===== src/rtl/blob_pkg.sv =====
// Shared types, default dimensions and the per-pixel hit test for the blob tracker.
package blob_pkg;

  typedef enum logic [1:0] {
    IDLE   = 2'd0,
    ACCUM  = 2'd1,
    REPORT = 2'd2
  } state_t;

  localparam int         DEF_IMG_W      = 320;
  localparam int         DEF_IMG_H      = 240;
  localparam int         DEF_MIN_PIXELS = 64;
  localparam logic [3:0] DEF_THRESH     = 4'd8;

  // A pixel counts when any 4-bit channel reaches the threshold.
  function automatic logic is_hit(input logic [11:0] pix, input logic [3:0] thr);
    return (pix[11:8] >= thr) || (pix[7:4] >= thr) || (pix[3:0] >= thr);
  endfunction

endpackage


===== src/rtl/color_blob_tracker_raster_counter.sv =====
// Raster position tracker: presents the coordinate of the pixel being accepted
// this cycle (forced to (0,0) on start) and advances it when a pixel is taken.
module raster_counter
  import blob_pkg::*;
#(
  parameter int IMG_W = DEF_IMG_W,
  parameter int IMG_H = DEF_IMG_H,
  localparam int XW = $clog2(IMG_W),
  localparam int YW = $clog2(IMG_H)
) (
  input  logic          clk,
  input  logic          rst,
  input  logic          start,
  input  logic          step,
  output logic [XW-1:0] x,
  output logic [YW-1:0] y,
  output logic          last
);

  logic [XW-1:0] x_q;
  logic [YW-1:0] y_q;

  // Current coordinate; a frame start overrides whatever was left over.
  always_comb begin
    x    = start ? '0 : x_q;
    y    = start ? '0 : y_q;
    last = (x == XW'(IMG_W - 1)) && (y == YW'(IMG_H - 1));
  end

  // Advance past the accepted pixel, wrapping at line and frame ends.
  always_ff @(posedge clk or negedge rst) begin
    if (!rst) begin
      x_q <= '0;
      y_q <= '0;
    end else if (step) begin
      if (x == XW'(IMG_W - 1)) begin
        x_q <= '0;
        y_q <= last ? '0 : y + 1'b1;
      end else begin
        x_q <= x + 1'b1;
        y_q <= y;
      end
    end
  end

endmodule


===== src/rtl/color_blob_tracker.sv =====
// Per-frame colour blob tracker: counts threshold hits and their bounding box,
// then reports the totals one cycle after the last pixel of each frame.
module color_blob_tracker
  import blob_pkg::*;
#(
  parameter int         IMG_W      = DEF_IMG_W,
  parameter int         IMG_H      = DEF_IMG_H,
  parameter logic [3:0] THRESH     = DEF_THRESH,
  parameter int         MIN_PIXELS = DEF_MIN_PIXELS,
  localparam int CW = $clog2(IMG_W * IMG_H + 1),
  localparam int XW = $clog2(IMG_W),
  localparam int YW = $clog2(IMG_H)
) (
  input  logic          clk,
  input  logic          rst,
  input  logic [11:0]   pixel_in,
  input  logic          in_ready,
  input  logic          sof,
  output logic [CW-1:0] hit_count,
  output logic [XW-1:0] x_min,
  output logic [XW-1:0] x_max,
  output logic [YW-1:0] y_min,
  output logic [YW-1:0] y_max,
  output logic          detected,
  output logic          result_valid
);

  localparam logic [CW-1:0] MIN_C = CW'(MIN_PIXELS);

  state_t        state_q, state_d;
  logic          start, take, hit, last;
  logic [XW-1:0] cx;
  logic [YW-1:0] cy;
  logic [CW-1:0] acc_cnt;
  logic [XW-1:0] acc_xmin, acc_xmax;
  logic [YW-1:0] acc_ymin, acc_ymax;

  // A qualified sof always begins a new frame, whatever the state.
  assign start = in_ready & sof;
  assign hit   = take & is_hit(pixel_in, THRESH);

  raster_counter #(.IMG_W(IMG_W), .IMG_H(IMG_H)) u_raster (
    .clk  (clk),
    .rst  (rst),
    .start(start),
    .step (take),
    .x    (cx),
    .y    (cy),
    .last (last)
  );

  // State register.
  always_ff @(posedge clk or negedge rst) begin
    if (!rst) state_q <= IDLE;
    else      state_q <= state_d;
  end

  // Next state and pixel acceptance; outside ACCUM only a frame start is taken.
  always_comb begin
    state_d = state_q;
    take    = 1'b0;
    case (state_q)
      IDLE: begin
        take = start;
        if (start) state_d = ACCUM;
      end
      ACCUM: begin
        take = in_ready;
        if (in_ready && last) state_d = REPORT;
      end
      REPORT: begin
        take    = start;
        state_d = start ? ACCUM : IDLE;
      end
      default: state_d = IDLE;
    endcase
  end

  // Running hit count and bounding box; a frame start discards any partial frame.
  always_ff @(posedge clk or negedge rst) begin
    if (!rst) begin
      acc_cnt  <= '0;
      acc_xmin <= '0;
      acc_xmax <= '0;
      acc_ymin <= '0;
      acc_ymax <= '0;
    end else if (start) begin
      acc_cnt  <= {{(CW-1){1'b0}}, hit};
      acc_xmin <= cx;
      acc_xmax <= cx;
      acc_ymin <= cy;
      acc_ymax <= cy;
    end else if (hit) begin
      acc_cnt <= acc_cnt + 1'b1;
      if (acc_cnt == '0) begin
        acc_xmin <= cx;
        acc_xmax <= cx;
        acc_ymin <= cy;
        acc_ymax <= cy;
      end else begin
        if (cx < acc_xmin) acc_xmin <= cx;
        if (cx > acc_xmax) acc_xmax <= cx;
        if (cy < acc_ymin) acc_ymin <= cy;
        if (cy > acc_ymax) acc_ymax <= cy;
      end
    end
  end

  // Latch results during the REPORT cycle; the box reads zero when nothing was detected.
  always_ff @(posedge clk or negedge rst) begin
    if (!rst) begin
      hit_count    <= '0;
      x_min        <= '0;
      x_max        <= '0;
      y_min        <= '0;
      y_max        <= '0;
      detected     <= 1'b0;
      result_valid <= 1'b0;
    end else begin
      result_valid <= (state_q == REPORT);
      if (state_q == REPORT) begin
        hit_count <= acc_cnt;
        if (acc_cnt >= MIN_C) begin
          detected <= 1'b1;
          x_min    <= acc_xmin;
          x_max    <= acc_xmax;
          y_min    <= acc_ymin;
          y_max    <= acc_ymax;
        end else begin
          detected <= 1'b0;
          x_min    <= '0;
          x_max    <= '0;
          y_min    <= '0;
          y_max    <= '0;
        end
      end
    end
  end

endmodule


===== config.mk =====
export PLATFORM = sky130hd
export DESIGN_NAME = color_blob_tracker
export DESIGN_NICKNAME = d
export VERILOG_FILES = /design/src/rtl/blob_pkg.sv /design/src/rtl/color_blob_tracker_raster_counter.sv /design/src/rtl/color_blob_tracker.sv
export SDC_FILE = /design/constraint.sdc
export NUM_CORES = 1
export LEC_CHECK = 0
export CAP_MARGIN = 20
export CELL_PAD_IN_SITES_DETAIL_PLACEMENT = 1
export CELL_PAD_IN_SITES_GLOBAL_PLACEMENT = 2
export CORE_MARGIN = 3
export CORE_UTILIZATION = 37
export DETAILED_ROUTE_END_ITERATION = 8
export GPL_TIMING_DRIVEN = 0
export PLACE_DENSITY = 0.89
export SYNTH_ARGS = -nofsm -noshare
export SYNTH_HDL_FRONTEND = slang
export SYNTH_SLANG_ARGS = --single-unit

===== constraint.sdc =====
create_clock -name clk -period 2.9 [get_ports clk]
set_clock_uncertainty 0.15 [all_clocks]
set_input_delay 0.58 -clock clk [delete_from_list [all_inputs] [get_ports clk]]
set_output_delay 0.58 -clock clk [all_outputs]
set_load 0.02 [all_outputs]

==> out/metrics.csv <==
metric,value,unit
r2r-start,u_raster.y_q[5]$_DFFE_PN0P_,
critPathKind,primary input to flip-flop,
maxSlewViolCount,0,
grt_pass1_vias,5220,
placementRows,46,
ys_ff_latch,123,
via_per_inst,5.39,
cp_max_fo,10,
cp-startpoint,in_ready,
layout_commonest_cell,dfrtp_1,
synthAdderAreaFrac,6.62,%
initial_utilization,37.9,%
diodes,0,
die_area,17900,um2
cts-buffers-inserted,17,
synth_compound_area_share,15.7,%
crit_path_end_kind,flip-flop,
syn2layout_area_growth,27.7,%
status,completed,
synth_top_family_by_area,compound AO/OA/AOI/OAI gates,
max_freq,356,MHz
placed_cells,826,
cts_tree,yes,
grt_overflow,0,
finalWirelength,16700,um
slowest_stage,mux2_2,
path_cells,clkbuf_4 > and2_0 > clkbuf_2 > buf_8 > nor2_4 > ha_1 > nand2_1 > a211o_1 > a31oi_2 > o2bb2ai_2 > a21oi_4 > buf_4 > mux2_2,
fin_util,48.4,%
gp_congestion,0.838,
yosysTopAreaCellShare,50.9,%
synth.distinct_cells,56,
cts_root_buffer,clkbuf_16,
startpoint_type,primary input,
fin_nets,680,
period_share,96.9,%
drv_cap,0,
tightest_slew,0.675,ns
min_path_type,flip-flop to flip-flop,
synthMuxAreaShare,8.98,%
pin_count,69,
firstDrtPassIters,4,
syn_area_per_cell,11.0,um2
clock_path_buffers,2,
finalPower,5.07,mW
setup_viol,0,
crit_required,3.05,ns
die_w,134,um
ys_top_cells_by_area,"dfrtp_1 51%, mux2_2 7.8%, ha_1 6.6%",
core_area,15900,um2
slew_headroom,55.0,%
n_fill_cell,1720,
route.vias.total,4629,
yosysWarnings,0,
r2r_cells,9,
final_cell_mix,"123 x dfrtp_1, 56 x clkdlybuf4s50_1, 41 x inv_1",
ys_async_sr_fraction,100,%
max_stage_delay,0.34,ns
synth_xor_xnor_area_share,1.88,%
ir_worst_vdd,0.414,mV
insertion_delay,0.42,ns
grtUsageTotal,19.7,%
synthSimpleGateAreaFrac,11.5,%
yosys.area.top_type,dfrtp_1,
h-tree-depth,4,
synthCells,551,
synth_edf_count,0,
synth_ff_type,dfrtp_1,
cp_num_buf_inv,4,
period_needed,2.81,ns
routedWlPerCell,19.4,um
cp_top_family,compound AO/OA/AOI/OAI gates,
finalNonFillerCells,859,
grt_pass1_wl,27900,um
power_density,656,nW/um2
cts.sinks,123,
antenna_left,0,
drive_above_1_share,17.0,%
power.leakage,3.56,nW
dr.first_iter.drc_count,207,
arrival,2.96,ns
post-dp-hpwl,11500,um
clk_pin_slew_worst_paths,0.05,ns
netlist_area,6050,um2
antenna_found_initial,0,
rsz0062_at_grt,no,
dieHeight,134,um
grt_max_degree,64,
crit_cells,13,
finalHoldViolations,0,
min_path_cells,1,
seq_area_frac_synth,50.9,%
hold_start,detected$_DFFE_PN0P_,
drc,0,
synth_fp_nets,599,
fin_hold_ws,0.337,ns
portBuffers,58,
## registers in the layout (all words and copies together) (netlist names)
register	count
acc_xmax	9
hit_count	17
x_max	9
result_valid	1
acc_ymin	8
acc_cnt	17
detected	1
x_min	9
y_max	8
y_min	8
state_q	2
acc_ymax	8
u_raster.x_q	9
acc_xmin	9
u_raster.y_q	8
## path summary, 6_finish.rpt
check                                     endpoint  slack (ns)
min                           detected$_DFFE_PN0P_        0.34
min in group asynchronous  acc_ymax[4]$_DFFE_PN0P_        0.55
max                        acc_xmax[3]$_DFFE_PN0P_        0.09
max reg2reg                acc_ymin[4]$_DFFE_PN0P_        0.21
max in group asynchronous  acc_xmax[6]$_DFFE_PN0P_        1.32
min reg2reg                   detected$_DFFE_PN0P_        0.34
## worst reg2reg max path: stages (launching register included)
cell and delay, ns:
dfrtp_1 0.37, a21boi_2 0.41, ha_1 0.33, a21o_1 0.16, a21o_1 0.17, a211oi_2 0.21, o31ai_2 0.12, a21oi_4 0.18
buf_12 0.16, mux2_4 0.31
## area by class of cell
| class | count | area (um2) | area share, % |
|---|---|---|---|
| plain buffers | 22 | 144 | 1.86 |
| clock buffers | 22 | 454 | 5.88 |
| clock inverters | 8 | 120 | 1.56 |
| inverters | 42 | 158 | 2.04 |
| multi-input cells | 363 | 2850 | 36.9 |
| flip-flops and latches | 123 | 3080 | 39.9 |
| well taps | 216 | 270 | 3.50 |
| repair buffers | 63 | 652 | 8.44 |
## repair_timing
item                       4_1_cts  5_1_grt
hold endpoints to repair         2        0
hold buffers                     1        0
setup endpoints to repair       49       31
setup buffers                    3        0
pin swaps                        5        1
resized for setup               21        7
## where the power goes
part / total (mW) / leakage (nW) / switching, mW / internal [mW]
Clock: 2.11 / 0.276 / 0.756 / 1.36
Combinational: 1.02 / 1.59 / 0.574 / 0.450
Sequential: 1.93 / 1.70 / 0.110 / 1.82
Total: 5.07 / 3.56 / 1.44 / 3.63
## synth_stat cells, drive strengths merged (2+ instances only)
| cell | n |
|---|---|
| and3 | 9 |
| nand3 | 15 |
| and4 | 2 |
| buf | 4 |
| o22ai | 3 |
| a21oi | 31 |
| dfrtp | 123 |
| clkbuf | 19 |
| o211ai | 3 |
| mux2 | 42 |
| a211oi | 2 |
| a31oi | 6 |
| xor2 | 7 |
| mux2i | 7 |
| nor2 | 27 |
| nor4 | 5 |
| inv | 42 |
| o21a | 3 |
| nor3 | 7 |
| a22o | 35 |
| a21boi | 3 |
| a21o | 4 |
| o21ai | 30 |
| nand2 | 33 |
| xnor2 | 6 |
| or3 | 5 |
| nor2b | 7 |
| and2 | 10 |
| nand4 | 10 |
| o31ai | 3 |
| ha | 32 |
| nand2b | 2 |
| o41ai | 2 |
## cells by family after synthesis
kind of cell / count (synthesis)
mux: 49
flops: 123
compound gates: 133
xor+xnor: 13
simple gates: 136
buf+inv: 65
fa+ha+maj: 32
## through the flow
stage	instance area, um2	setup WS, ns	TNS [ns]
floorplan	6140	0.00169	0
global placement	6990	-3.78	-505.06
detailed placement	7020	-1.32	-45.03
CTS	7710	0.0692	0
global route	7720	0.00326	0
finish	7720	0.0911	0
## metal layers
metal / part of all wire (%) / wire, um / track usage (%)
met5: 0 / 0 / 0
met4: 1.3 / 219 / 6.57
met3: 3.3 / 551 / 4.16
met2: 53 / 8800 / 34.8
met1: 43 / 7120 / 24.0
Note: power is estimated with default switching activity, not from simulation.
